**config.mk**
```make
export PLATFORM = sky130hd
export DESIGN_NAME = alu_control_seq
export DESIGN_NICKNAME = d
export VERILOG_FILES = /design/src/rtl/alu_control_seq.sv
export SDC_FILE = /design/constraint.sdc
export NUM_CORES = 1
export LEC_CHECK = 0
export ABC_CLOCK_PERIOD_IN_PS = 2170
export BUFFER_PORTS_ARGS = -buffer_cell sky130_fd_sc_hd__buf_4
export CAP_MARGIN = 20
export CORE_UTILIZATION = 50
export CTS_CLUSTER_SIZE = 16
export DETAILED_ROUTE_END_ITERATION = 10
export GPL_TIMING_DRIVEN = 1
export PLACE_DENSITY = 0.74
export SLEW_MARGIN = 20
export SYNTH_ARGS = -nofsm -noshare
export SYNTH_HDL_FRONTEND = slang
export SYNTH_SLANG_ARGS = --single-unit
```
**constraint.sdc**
```tcl
create_clock -name clk -period 2.17 [get_ports clk]
set_input_delay 0.1085 -clock clk [delete_from_list [all_inputs] [get_ports clk]]
set_output_delay 0.1085 -clock clk [all_outputs]
set_load 0.01 [all_outputs]
```
**src/rtl/alu_control_seq.sv**
```systemverilog
// Registered, handshaked ALU control decoder with a multi-cycle MULT/DIV sequencer.
// Define ALU_CTRL_MDU_EN to enable the MULT/DIV/MFHI/MFLO decodes and the MDU handshake outputs.
module alu_control_seq #(
  parameter int CTRL_W  = 4,
  parameter int MUL_LAT = 4,
  parameter int DIV_LAT = 32
) (
  input  logic              clk,
  input  logic              reset,
  input  logic              valid_i,
  output logic              ready_o,
  input  logic [2:0]        alu_op_i,
  input  logic [5:0]        alu_function_i,
  output logic [CTRL_W-1:0] alu_operation_o,
  output logic              op_valid_o,
  output logic              illegal_o,
  output logic              mdu_start_o,
  output logic              mdu_signed_o,
  output logic              mdu_busy_o,
  output logic              hilo_we_o
);

  localparam int MAX_LAT = (MUL_LAT > DIV_LAT) ? MUL_LAT : DIV_LAT;
  localparam int CNT_W   = (MAX_LAT > 1) ? $clog2(MAX_LAT) : 1;
  localparam logic [CNT_W-1:0] MUL_LOAD = CNT_W'(MUL_LAT - 1);
  localparam logic [CNT_W-1:0] DIV_LOAD = CNT_W'(DIV_LAT - 1);

  localparam logic [1:0] S_IDLE = 2'd0;
  localparam logic [1:0] S_BUSY = 2'd1;
  localparam logic [1:0] S_DONE = 2'd2;

  logic [1:0]        r_state;
  logic [1:0]        w_state_nxt;
  logic [CNT_W-1:0]  r_cnt;
  logic [CNT_W-1:0]  w_cnt_nxt;
  logic [CTRL_W-1:0] r_op;
  logic              r_op_valid;
  logic              r_illegal;
  logic              r_start;
  logic              r_signed;
  logic              r_busy;
  logic              r_hilo;

  logic [3:0] w_op;
  logic       w_illegal;
  logic       w_multi;
  logic       w_signed;
  logic       w_div;
  logic       w_accept;

`ifdef ALU_CTRL_MDU_EN
  assign ready_o = !reset && (r_state != S_BUSY);
`else
  assign ready_o = !reset;
`endif

  assign w_accept = valid_i && ready_o;

  // Selector decode; unmatched selectors fall through to the illegal code.
  always_comb begin
    w_op      = 4'b1001;
    w_illegal = 1'b1;
    w_multi   = 1'b0;
    w_signed  = 1'b0;
    w_div     = 1'b0;
    case (alu_op_i)
      3'b111: begin
        w_illegal = 1'b0;
        case (alu_function_i)
          6'b100000: w_op = 4'b0011;
          6'b100001: w_op = 4'b0011;
          6'b100010: w_op = 4'b0100;
          6'b100100: w_op = 4'b0000;
          6'b100101: w_op = 4'b0001;
          6'b100111: w_op = 4'b0010;
          6'b101010: w_op = 4'b0101;
          6'b000000: w_op = 4'b0110;
          6'b000010: w_op = 4'b0111;
`ifdef ALU_CTRL_MDU_EN
          6'b010000: w_op = 4'b1100;
          6'b010010: w_op = 4'b1101;
          6'b011000: begin w_op = 4'b1010; w_multi = 1'b1; w_signed = 1'b1; end
          6'b011001: begin w_op = 4'b1010; w_multi = 1'b1; end
          6'b011010: begin w_op = 4'b1011; w_multi = 1'b1; w_signed = 1'b1; w_div = 1'b1; end
          6'b011011: begin w_op = 4'b1011; w_multi = 1'b1; w_div = 1'b1; end
`endif
          default: begin
            w_op      = 4'b1001;
            w_illegal = 1'b1;
          end
        endcase
      end
      3'b100:  begin w_op = 4'b0011; w_illegal = 1'b0; end
      3'b001:  begin w_op = 4'b0001; w_illegal = 1'b0; end
      3'b010:  begin w_op = 4'b0000; w_illegal = 1'b0; end
      3'b011:  begin w_op = 4'b1000; w_illegal = 1'b0; end
      3'b101:  begin w_op = 4'b0100; w_illegal = 1'b0; end
      3'b110:  begin w_op = 4'b0011; w_illegal = 1'b0; end
      default: begin w_op = 4'b1001; w_illegal = 1'b1; end
    endcase
  end

  // Sequencer next state; DONE accepts exactly like IDLE so a new MDU op can chain directly.
  always_comb begin
    w_state_nxt = r_state;
    w_cnt_nxt   = r_cnt;
    case (r_state)
      S_BUSY: begin
        if (r_cnt == {CNT_W{1'b0}}) begin
          w_state_nxt = S_DONE;
        end else begin
          w_cnt_nxt = r_cnt - CNT_W'(1);
        end
      end
      S_IDLE, S_DONE: begin
        if (w_accept && w_multi) begin
          w_state_nxt = S_BUSY;
          w_cnt_nxt   = w_div ? DIV_LOAD : MUL_LOAD;
        end else begin
          w_state_nxt = S_IDLE;
        end
      end
      default: begin
        w_state_nxt = S_IDLE;
        w_cnt_nxt   = {CNT_W{1'b0}};
      end
    endcase
  end

  // State and output registers; decoded fields only update on acceptance.
  always_ff @(posedge clk) begin
    if (reset) begin
      r_state    <= S_IDLE;
      r_cnt      <= {CNT_W{1'b0}};
      r_op       <= {CTRL_W{1'b0}};
      r_op_valid <= 1'b0;
      r_illegal  <= 1'b0;
      r_start    <= 1'b0;
      r_signed   <= 1'b0;
      r_busy     <= 1'b0;
      r_hilo     <= 1'b0;
    end else begin
      r_state    <= w_state_nxt;
      r_cnt      <= w_cnt_nxt;
      r_op_valid <= w_accept;
      r_start    <= w_accept && w_multi;
      r_busy     <= (w_state_nxt == S_BUSY);
      r_hilo     <= (w_state_nxt == S_DONE);
      if (w_accept) begin
        r_op      <= CTRL_W'(w_op);
        r_illegal <= w_illegal;
        r_signed  <= w_signed;
      end
    end
  end

  assign alu_operation_o = r_op;
  assign op_valid_o      = r_op_valid;
  assign illegal_o       = r_illegal;
  assign mdu_start_o     = r_start;
  assign mdu_signed_o    = r_signed;
  assign mdu_busy_o      = r_busy;
  assign hilo_we_o       = r_hilo;

endmodule

```
=== After elaboration in Yosys (flattened, before gate mapping) ===
Index checks and enable logic that the tools add are counted.

* $add $sub $neg: 1
* Equal/unequal tests: 20
* Mux-type cells: 8
* Bitwise gates (word level): 1
* Reduce and logical (&&, ||, !) cells: 11

{| class="wikitable"
|+ Operators by type and width
! kind !! count
|-
| $eq 6x6->1 const B || 7
|-
| $pmux 4 s8 || 1
|-
| $pmux 4 s6 || 1
|-
| $eq 3x3->1 const B || 4
|-
| $pmux 5 s2 || 1
|-
| $reduce_or 9->1 || 1
|-
| $eq 3x2->1 const B || 2
|-
| $eq 6x2->1 const B || 1
|-
| $logic_not 6->1 || 1
|-
| $reduce_or 2->1 || 3
|-
| $reduce_or 6->1 || 1
|-
| $logic_not 5->1 || 1
|-
| $mux 5 || 1
|-
| $sub 5x1->5 const B || 1
|-
| $eq 2x1->1 const B || 2
|-
| $eq 2x2->1 const B || 2
|-
| $mux 2 || 2
|-
| $eq 3x1->1 const B || 1
|-
| $logic_not 2->1 || 1
|-
| $ne 2x2->1 const B || 1
|-
| $pmux 1 s2 || 1
|-
| $reduce_and 2->1 || 1
|-
| $logic_and 1x1->1 || 1
|-
| $logic_not 1->1 || 1
|-
| other kinds (2) || 2
|}

* Register bits after elaboration: 15
* Input port bits: 12
* Logic and storage cells: 48

=== Logic depth before layout (Yosys ltp) ===
Gate-level depths: netlist of run 1.

* Depth after elaboration: 4
* Gate-level depth with buffers: 7

=== Worst setup path before layout of run 1 ===
OpenSTA, ideal clock, no wires.

* Path kind: register to register
* Start point: register r_cnt[0]
* End point: register r_cnt[1]
* Setup time: 129 ps
* Arrival time: 1365 ps
* Data required time: 2041 ps
* Path slack: 676 ps
* Stages on the path, launching flop included: 8
* Path buffers: 0
* Clock period less this slack: 1494 ps
* Cells stage by stage: dfxtp_1 > inv_1 > ha_1 > nand2b_1 > or3_1 > and3b_1 > a22oi_1 > nor2_1

* Longest elaborated chain between the ends: 3
* Elaborated cells between the ends (all ways): 6
* Classes of those cells: add/sub: 1; eq/ne: 1; mux: 2; reduce/logical: 2

{| class="wikitable"
|+ Ends and longest elaborated chain
! what !! line !! source
|-
| start, declared || 34 || <nowiki>logic [CNT_W-1:0] r_cnt;</nowiki>
|-
| start signal, assigned || 134 || <nowiki>r_cnt <= {CNT_W{1'b0}};</nowiki>
|-
| start signal, assigned || 144 || <nowiki>r_cnt <= w_cnt_nxt;</nowiki>
|-
| $sub 5x1->5 / $logic_not 5->1 (equally long branches) || 112, 109 ||
|-
| $mux 5 / $ne 2x2->1 (equally long branches) || n/a ||
|-
| $pmux 5 s2 / $reduce_and 2->1 (equally long branches) || n/a ||
|}

Several ways; a longest one is shown, not always the timed one. The select of a mux whose other input is x is not followed.
A chain may end at the register's enable or synchronous reset.

=== Worst setup path after layout of run 1 ===
* Start point: register r_cnt[0]
* End point: register r_cnt[3]

The elaborated chain is that of the path after synthesis.

==> reports/metrics.yaml, run 1 <==
syn_inst: 91
cp_max_fo: 6
port-buffer-count: 20
io_pins: 23
worstPathCellList: "inv_1 -> ha_1 -> nand2b_1 -> or3_1 -> and3b_1 -> a22oi_1 -> nor2_1"
min_period_over_period: 0.7503
via_per_inst: 5.646
gr-usage-all-layers: 0.2013
fmax_ghz: 0.6142
die_x_um: 41.74
gp_congestion: 0.8050
drt_iter0_drc: 9
area.growth.synth_to_final_pct: 21.39
mostFrequentLayoutCells: "buf_4, dfxtp_1, inv_1, nand2b_1, nor2_1"
grt_pass1_vias: 654
multi_input_area_um2: 436.7
setup_ws_ns: 0.5418
drv_cap: 0
h-tree-depth: 1
ys_types: 40
synth_edf_count: 0
worst-r2r-setup-slack_ns: 0.54
skew_ns: 0.003051
pre_cts_slack_ns: 0.5462
cts_tree: "yes"
cp-end-kind: "flop"
fp.dieH_um: 41.74
cts.sinks: 15
synth_top_area_frac: 0.3803
drc: 0
rsz0062_at_grt: "false"
min-delay-path-class: "in2reg"
antenna_found_initial: 0
syn_area_um2: 789.5
ff_latch_area_um2: 300.3
grt_max_degree: 15
clockBufferDepth: 2
synth.area.top_cells: "dfxtp_1, nand2b_1, inv_1, nor2_1, o21ai_0"
dp.cells: 123
nFillCells: 118
synth-seq-cells: 15
drive_gt1_frac: 0.2768
finalSetupViolCount: 0
synth_area_leader_cell: "dfxtp_1"
synth_seq_area_share: 0.3803
cts-root-buf: "clkbuf_4"
coreArea_mm2: 0.001383
first_pass_iters: 4
period_minus_slack_ns: 1.628
vias: 717
post_cts_buffers: 0
clock_latency_ns: 0.29
cp_slowest_cell: "or3_1"
cts.clk_slew.worst_paths_ns: 0.09
path_class: "reg2reg"
numCtsBuffers: 3
irDropWorstVdd_v: 0.0003032
arrival_ns: 1.81
cts-resized-gates: 0
max_stage_delay_ns: 0.37
final_common_cell: "buf_4"
slew_violations: 0
wl_mm: 1.599
stdcell_count: 127
grt_overflow_total: 0
antenna_cells: 0
ys_warn_count: 0
outcome: "finished, final reports clean"
ys.flop_type: "dfxtp_1"
hpwl_mm: 1.244
p_leak_nw: 0.4090
num_rows: 13
worst_hold_slack_ns: 0.09510
power-per-cell-area_mw_per_mm2: 558.5
grt_first_pass_wirelength_mm: 2.691
hold_viol: 0
start_util: 0.5710
async_flop_share: 0
fin_nets: 126
finalSetupTns_ns: 0
cp.required_ns: 2.36
p_total_w: 0.0005353
avgRoutedWirePerCell_um: 12.59
ctsHoldBuffers: 0
die_area_mm2: 0.001742
postSynthAreaPerCell_um2: 8.676
startpoint_type: "flop"
ant_nets: 0
registers in the layout (all words and copies together) (netlist names):
name and flops:
r_cnt 5, alu_operation_o 4, r_state 2, hilo_we_o 1
illegal_o 1, mdu_busy_o 1, op_valid_o 1
area by class of cell:
class | instances | area share
clock buffers | 4 | 0.02742
multi-input cells | 66 | 0.4556
repair buffers | 20 | 0.1567
flip-flops and latches | 15 | 0.3133
inverters | 7 | 0.02742
well taps | 15 | 0.01958
cells in the mapped netlist, drive strengths merged (2+ instances only):
cell	number
a211oi	2
a21oi	3
a22oi	2
and2	2
buf	3
dfxtp	15
inv	7
mux2	2
nand2	4
nand2b	7
nand3	2
nor2	7
nor3	4
nor4	2
nor4b	2
o21ai	6
metrics by stage:
| step | area, um^2 | util |
|---|---|---|
| after global placement | 932.1 | 0.6742 |
| final | 958.4 | 0.6932 |
| after CTS | 958.4 | 0.6932 |
| after global routing | 958.4 | 0.6932 |
| after floorplan | 793.3 | - |
| after detailed placement | 932.1 | 0.6742 |
where the power goes:
| group | internal [W] | total, W | switching (W) |
|---|---|---|---|
| clock network | 0.0000715 | 0.000163 | 0.0000914 |
| registers | 0.000282 | 0.000286 | 0.00000377 |
| logic | 0.0000449 | 0.0000867 | 0.0000418 |
| total | 0.000398 | 0.000535 | 0.000137 |
critical path: cells and delay by family (launching register included):
family	cells	cell delay, ns
AND/OR/NAND/NOR	4	0.75
AO/OA/AOI/OAI	1	0.20
flip-flops	1	0.35
buffers and inverters	1	0.07
adder cells (fa/ha/maj)	1	0.15
cells by family (layout without fill, tap and decap cells):
kind of cell	after synthesis	in the layout	share of synthesized area
and+or+nand+nor	39	39	0.2885
AOI/OAI and AO/OA	20	20	0.1822
DFF	15	15	0.3804
buffers and inverters	11	31	0.07131
muxes	3	3	0.04595
adders and majority gates	1	1	0.01585
other	1	2	0.004750
xor gates and xnor gates	1	1	0.01110
per-layer routing:
layer / global-route usage / routed length (um) / part of all wire
met1: 0.2198 / 673 / 0.42
met2: 0.3563 / 845 / 0.53
met3: 0.07826 / 68 / 0.043
met4: 0.05806 / 11 / 0.0069
met5: 0 / 0 / 0
path summary, 6_finish.rpt:
check	startpoint	end	depth (start not counted)
max	r_cnt[0]$_SDFFE_PP0P_	r_cnt[3]$_SDFFE_PP0P_	7
min	reset	alu_operation_o[2]$_SDFFE_PP0P_	2
max reg2reg	r_cnt[0]$_SDFFE_PP0P_	r_cnt[3]$_SDFFE_PP0P_	7
min reg2reg	alu_operation_o[2]$_SDFFE_PP0P_	alu_operation_o[2]$_SDFFE_PP0P_	2
Note: power is estimated with default switching activity, not from simulation.
==> inputs of run 2 (changes only) <==
Settings changed: ABC_CLOCK_PERIOD_IN_PS 2170 to 1300, CORE_UTILIZATION 50 to 44, PLACE_DENSITY 0.74 to 0.69.
Clock period 2.17 ns to 1.3 ns, I/O delays scaled along.
==> reports/metrics.yaml, run 2 (synthesis results as in run 1) <==
outcome: "complete, but fails checks"
violations: "negative setup slack"
die_x_um: 44.36
via_per_inst: 5.102
vias: 801
antenna_cells: 0
power-per-cell-area_mw_per_mm2: 795.2
antenna_found_initial: 0
clock_latency_ns: 0.29
num_rows: 14
dp.cells: 151
h-tree-depth: 1
drive_gt1_frac: 0.4812
stdcell_count: 157
utilization: 0.7386
largest_register_ffs: 5
cp-end-kind: "flop"
port-buffer-count: 20
numCtsBuffers: 3
avgRoutedWirePerCell_um: 12.39
io_pins: 23
arrival_ns: 1.72
path_class: "reg2reg"
p_total_w: 0.0009363
cp_slowest_cell: "dfxtp_2"
cts-root-buf: "clkbuf_4"
fin_nets: 147
drt_iter0_drc: 14
rsz0062_at_grt: "true"
skew_ns: 0.001028
final_common_cell: "buf_4"
hold_depth: 2
gp_congestion: 0.9259
top_register: "r_cnt"
wl_mm: 1.946
hpwl_mm: 1.448
fmax_ghz: 0.6595
cts.sinks: 15
gr-usage-all-layers: 0.2186
pre_cts_slack_ns: -0.2397
finalSetupViolCount: 8
coreArea_mm2: 0.001594
cts.clk_slew.worst_paths_ns: 0.10
grt_first_pass_wirelength_mm: 3.153
irDropWorstVdd_v: 0.0004420
ff2ff_path_depth: 7
worstPathCellList: "inv_2 -> ha_4 -> nand2b_4 -> or3_4 -> buf_4 -> buf_6 -> nor4b_2"
min_period_over_period: 1.166
drv_cap: 0
area.growth.synth_to_final_pct: 49.13
cts_tree: "yes"
max_stage_delay_ns: 0.34
slew_violations: 0
die_area_mm2: 0.001968
period_minus_slack_ns: 1.516
grt_max_degree: 15
cp_max_fo: 3
setup_ws_ns: -0.2163
min-delay-path-class: "in2reg"
cp.required_ns: 1.50
startpoint_type: "flop"
grt_pass1_vias: 723
grt_overflow_total: 0
drc: 0
clockBufferDepth: 2
fp.dieH_um: 44.36
first_pass_iters: 4
hold_viol: 0
mostFrequentLayoutCells: "buf_4, dfxtp_1, nor2_1"
start_util: 0.4953
p_leak_nw: 0.5219
ant_nets: 0
ctsHoldBuffers: 0
-- run 2: final cells by class --
cell class	instances	area [um^2]
Sequential cell	15	302.8
Clock inverter	1	5.005
Clock buffer	3	22.52
Multi-Input combinational cell	66	479.2
Tap cell	24	30.03
Timing Repair Buffer	41	311.5
Inverter	7	26.28
Fill cell	133	416.7
-- run 2: worst max-delay path: cells and delay by family, from the launching register on --
family | cells | cell delay (ns)
adder cells (fa/ha/maj) | 1 | 0.14
buffers and inverters | 3 | 0.31
flip-flops | 1 | 0.34
AND/OR/NAND/NOR | 3 | 0.63
-- run 2: per-layer routing --
metal | part of all wire | GRT usage | up-vias
li1 | - | - | 406
met1 | 0.47 | 0.2900 | 362
met2 | 0.45 | 0.3500 | 27
met3 | 0.048 | 0.02449 | 6
met4 | 0.031 | 0.1091 | 0
met5 | 0 | 0 | -
-- run 2: worst paths after layout --
| kind | end | start | slack (ns) |
|---|---|---|---|
| min reg2reg | alu_operation_o[2]$_SDFFE_PP0P_ | alu_operation_o[2]$_SDFFE_PP0P_ | 0.48 |
| min | alu_operation_o[1]$_SDFFE_PP0P_ | reset | 0.06 |
| max reg2reg | hilo_we_o$_SDFF_PP0_ | r_cnt[0]$_SDFFE_PP0P_ | -0.22 |
| max | hilo_we_o$_SDFF_PP0_ | r_cnt[0]$_SDFFE_PP0P_ | -0.22 |
-- run 2: metrics by stage --
| step | TNS [ns] | cell area [um^2] | hold slack [ns] |
|---|---|---|---|
| after floorplan | -0.8110 | 793.3 | 0.1366 |
| after global placement | -1.235 | 1086 | 0.3585 |
| after detailed placement | -1.833 | 1086 | 0.3597 |
| after CTS | -1.111 | 1155 | 0.05098 |
| after global routing | -1.704 | 1177 | 0.05865 |
| final | -1.385 | 1177 | 0.05691 |
-- run 2: report_power, final --
part,internal [W],total (W),switching (W)
logic,0.0000995,0.000177,0.0000778
registers,0.000471,0.000477,0.00000638
clock network,0.000114,0.000282,0.000167
total,0.000685,0.000936,0.000252
-- run 2: repair_timing --
item | in CTS | in global routing
setup buffers | 1 | 1
endpoints found under the setup margin | 8 | 9
gates resized for setup | 10 | 4
gates cloned | 0 | 0
pin swaps | 4 | 2
==> inputs of run 3 (changes only) <==
Settings changed: SKIP_CTS_REPAIR_TIMING set to 1.
==> reports/metrics.yaml, run 3 (synthesis results as in run 1) <==
io_pins: 23
crit_path_start: "r_cnt[0]$_SDFFE_PP0P_"
fin_nets: 146
r2r_start: "r_cnt[0]$_SDFFE_PP0P_"
slew_violations: 0
clock_latency_ns: 0.28
power-per-cell-area_mw_per_mm2: 799.6
cts.sinks: 15
cts_tree: "yes"
outcome: "complete, but fails checks"
min_period_over_period: 1.169
violations: "negative setup slack"
grt_overflow_total: 0
drt_iter0_drc: 14
port-buffer-count: 20
cp-endpoint: "hilo_we_o$_SDFF_PP0_"
hold_viol: 0
ff2ff_path_depth: 7
antenna_found_initial: 0
cp.required_ns: 1.50
p_int_w: 0.0006843
avgRoutedWirePerCell_um: 12.39
drive_gt1_frac: 0.4697
fmax_ghz: 0.6582
max_stage_delay_ns: 0.34
num_rows: 14
period_minus_slack_ns: 1.519
cts-root-buf: "clkbuf_4"
irDropWorstVdd_v: 0.0005404
cts.clk_slew.worst_paths_ns: 0.10
clockBufferDepth: 2
skew_ns: 0.0002930
regToRegEndpoint: "hilo_we_o$_SDFF_PP0_"
wl_mm: 1.933
grt_max_degree: 15
fp.dieH_um: 44.36
final_common_cell: "buf_4"
cp-end-kind: "flop"
gp_congestion: 0.9259
start_util: 0.4953
startpoint_type: "flop"
via_per_inst: 5.179
hpwl_mm: 1.448
min-delay-path-class: "in2reg"
worst-r2r-setup-slack_ns: -0.22
die_x_um: 44.36
h-tree-depth: 1
setup_ws_ns: -0.2192
cp_slowest_cell: "dfxtp_2"
first_pass_iters: 4
gr-usage-all-layers: 0.2110
top_register: "r_cnt"
worst_hold_slack_ns: 0.06839
switching_share: 0.2653
path_class: "reg2reg"
power_switching_w: 0.0002471
ant_nets: 0
combPwrFrac: 0.190
cp_max_fo: 3
area.growth.synth_to_final_pct: 47.54
coreArea_mm2: 0.001594
worstPathCellList: "inv_2 -> ha_4 -> nand2b_4 -> or3_4 -> buf_4 -> buf_6 -> nor4b_2"
finalSetupViolCount: 8
rsz0062_at_grt: "true"
p_leak_nw: 0.5162
drc: 0
worst-path-buf-inv: 3
vias: 808
numCtsBuffers: 3
die_area_mm2: 0.001968
cp.depth: 7
largest_register_ffs: 5
p_total_w: 0.0009314
cp_top_family: "simple AND/OR/NAND/NOR gates"
grt_first_pass_wirelength_mm: 3.070
p_seq_frac: 0.512
mostFrequentLayoutCells: "buf_4, dfxtp_1, nor2_1"
clockPowerShare: 0.298
hp-start: "reset"
drv_cap: 0
grt_pass1_vias: 720
antenna_cells: 0
pre_cts_slack_ns: -0.2397
arrival_ns: 1.72
run 3: layout make-up:
| cell class | instances | area [um^2] |
|---|---|---|
| inverters | 7 | 26.28 |
| fillers | 136 | 429.2 |
| well taps | 24 | 30.03 |
| multi-input cells | 66 | 474.2 |
| clock inverters | 1 | 5.005 |
| flip-flops and latches | 15 | 302.8 |
| repair buffers | 40 | 304.0 |
| clock buffers | 3 | 22.52 |
run 3: power by group through the flow:
stage          registers, W  clock network, W  logic (W)
3_5_place_dp       0.000488                 0   0.000176
2_1_floorplan      0.000493                 0  0.0000743
4_1_cts            0.000477          0.000280   0.000177
6_report           0.000477          0.000277   0.000177
5_1_grt            0.000479          0.000302   0.000195
3_3_place_gp       0.000487                 0   0.000173
run 3: through the flow:
stage               TNS (ns)    util  std cells  area, um^2
finish                -1.422  0.7308        156        1165
global route          -1.741  0.7308        156        1165
CTS                   -1.604  0.6986        155        1114
detailed placement    -1.833  0.6813        151        1086
global placement      -1.235  0.6813        151        1086
floorplan            -0.8110       -         92       793.3
run 3: worst min-delay path by stage:
| stage | slack (ns) | cells after the start | endpoint |
|---|---|---|---|
| floorplan | 0.14 | 1 | op_valid_o$_SDFF_PP0_ |
| global placement | 0.36 | 2 | alu_operation_o[1]$_SDFFE_PP0P_ |
| detailed placement | 0.36 | 2 | alu_operation_o[1]$_SDFFE_PP0P_ |
| CTS | 0.05 | 2 | alu_operation_o[1]$_SDFFE_PP0P_ |
| global route | 0.07 | 2 | r_cnt[1]$_SDFFE_PP0P_ |
| finish | 0.07 | 2 | alu_operation_o[1]$_SDFFE_PP0P_ |
run 3: metal layers:
metal | vias up | share of wire | global-route usage
met4 | 0 | 0.022 | 0.09091
met3 | 4 | 0.043 | 0.02449
li1 | 405 | - | -
met2 | 25 | 0.46 | 0.3471
met1 | 374 | 0.48 | 0.2775
met5 | - | 0 | 0
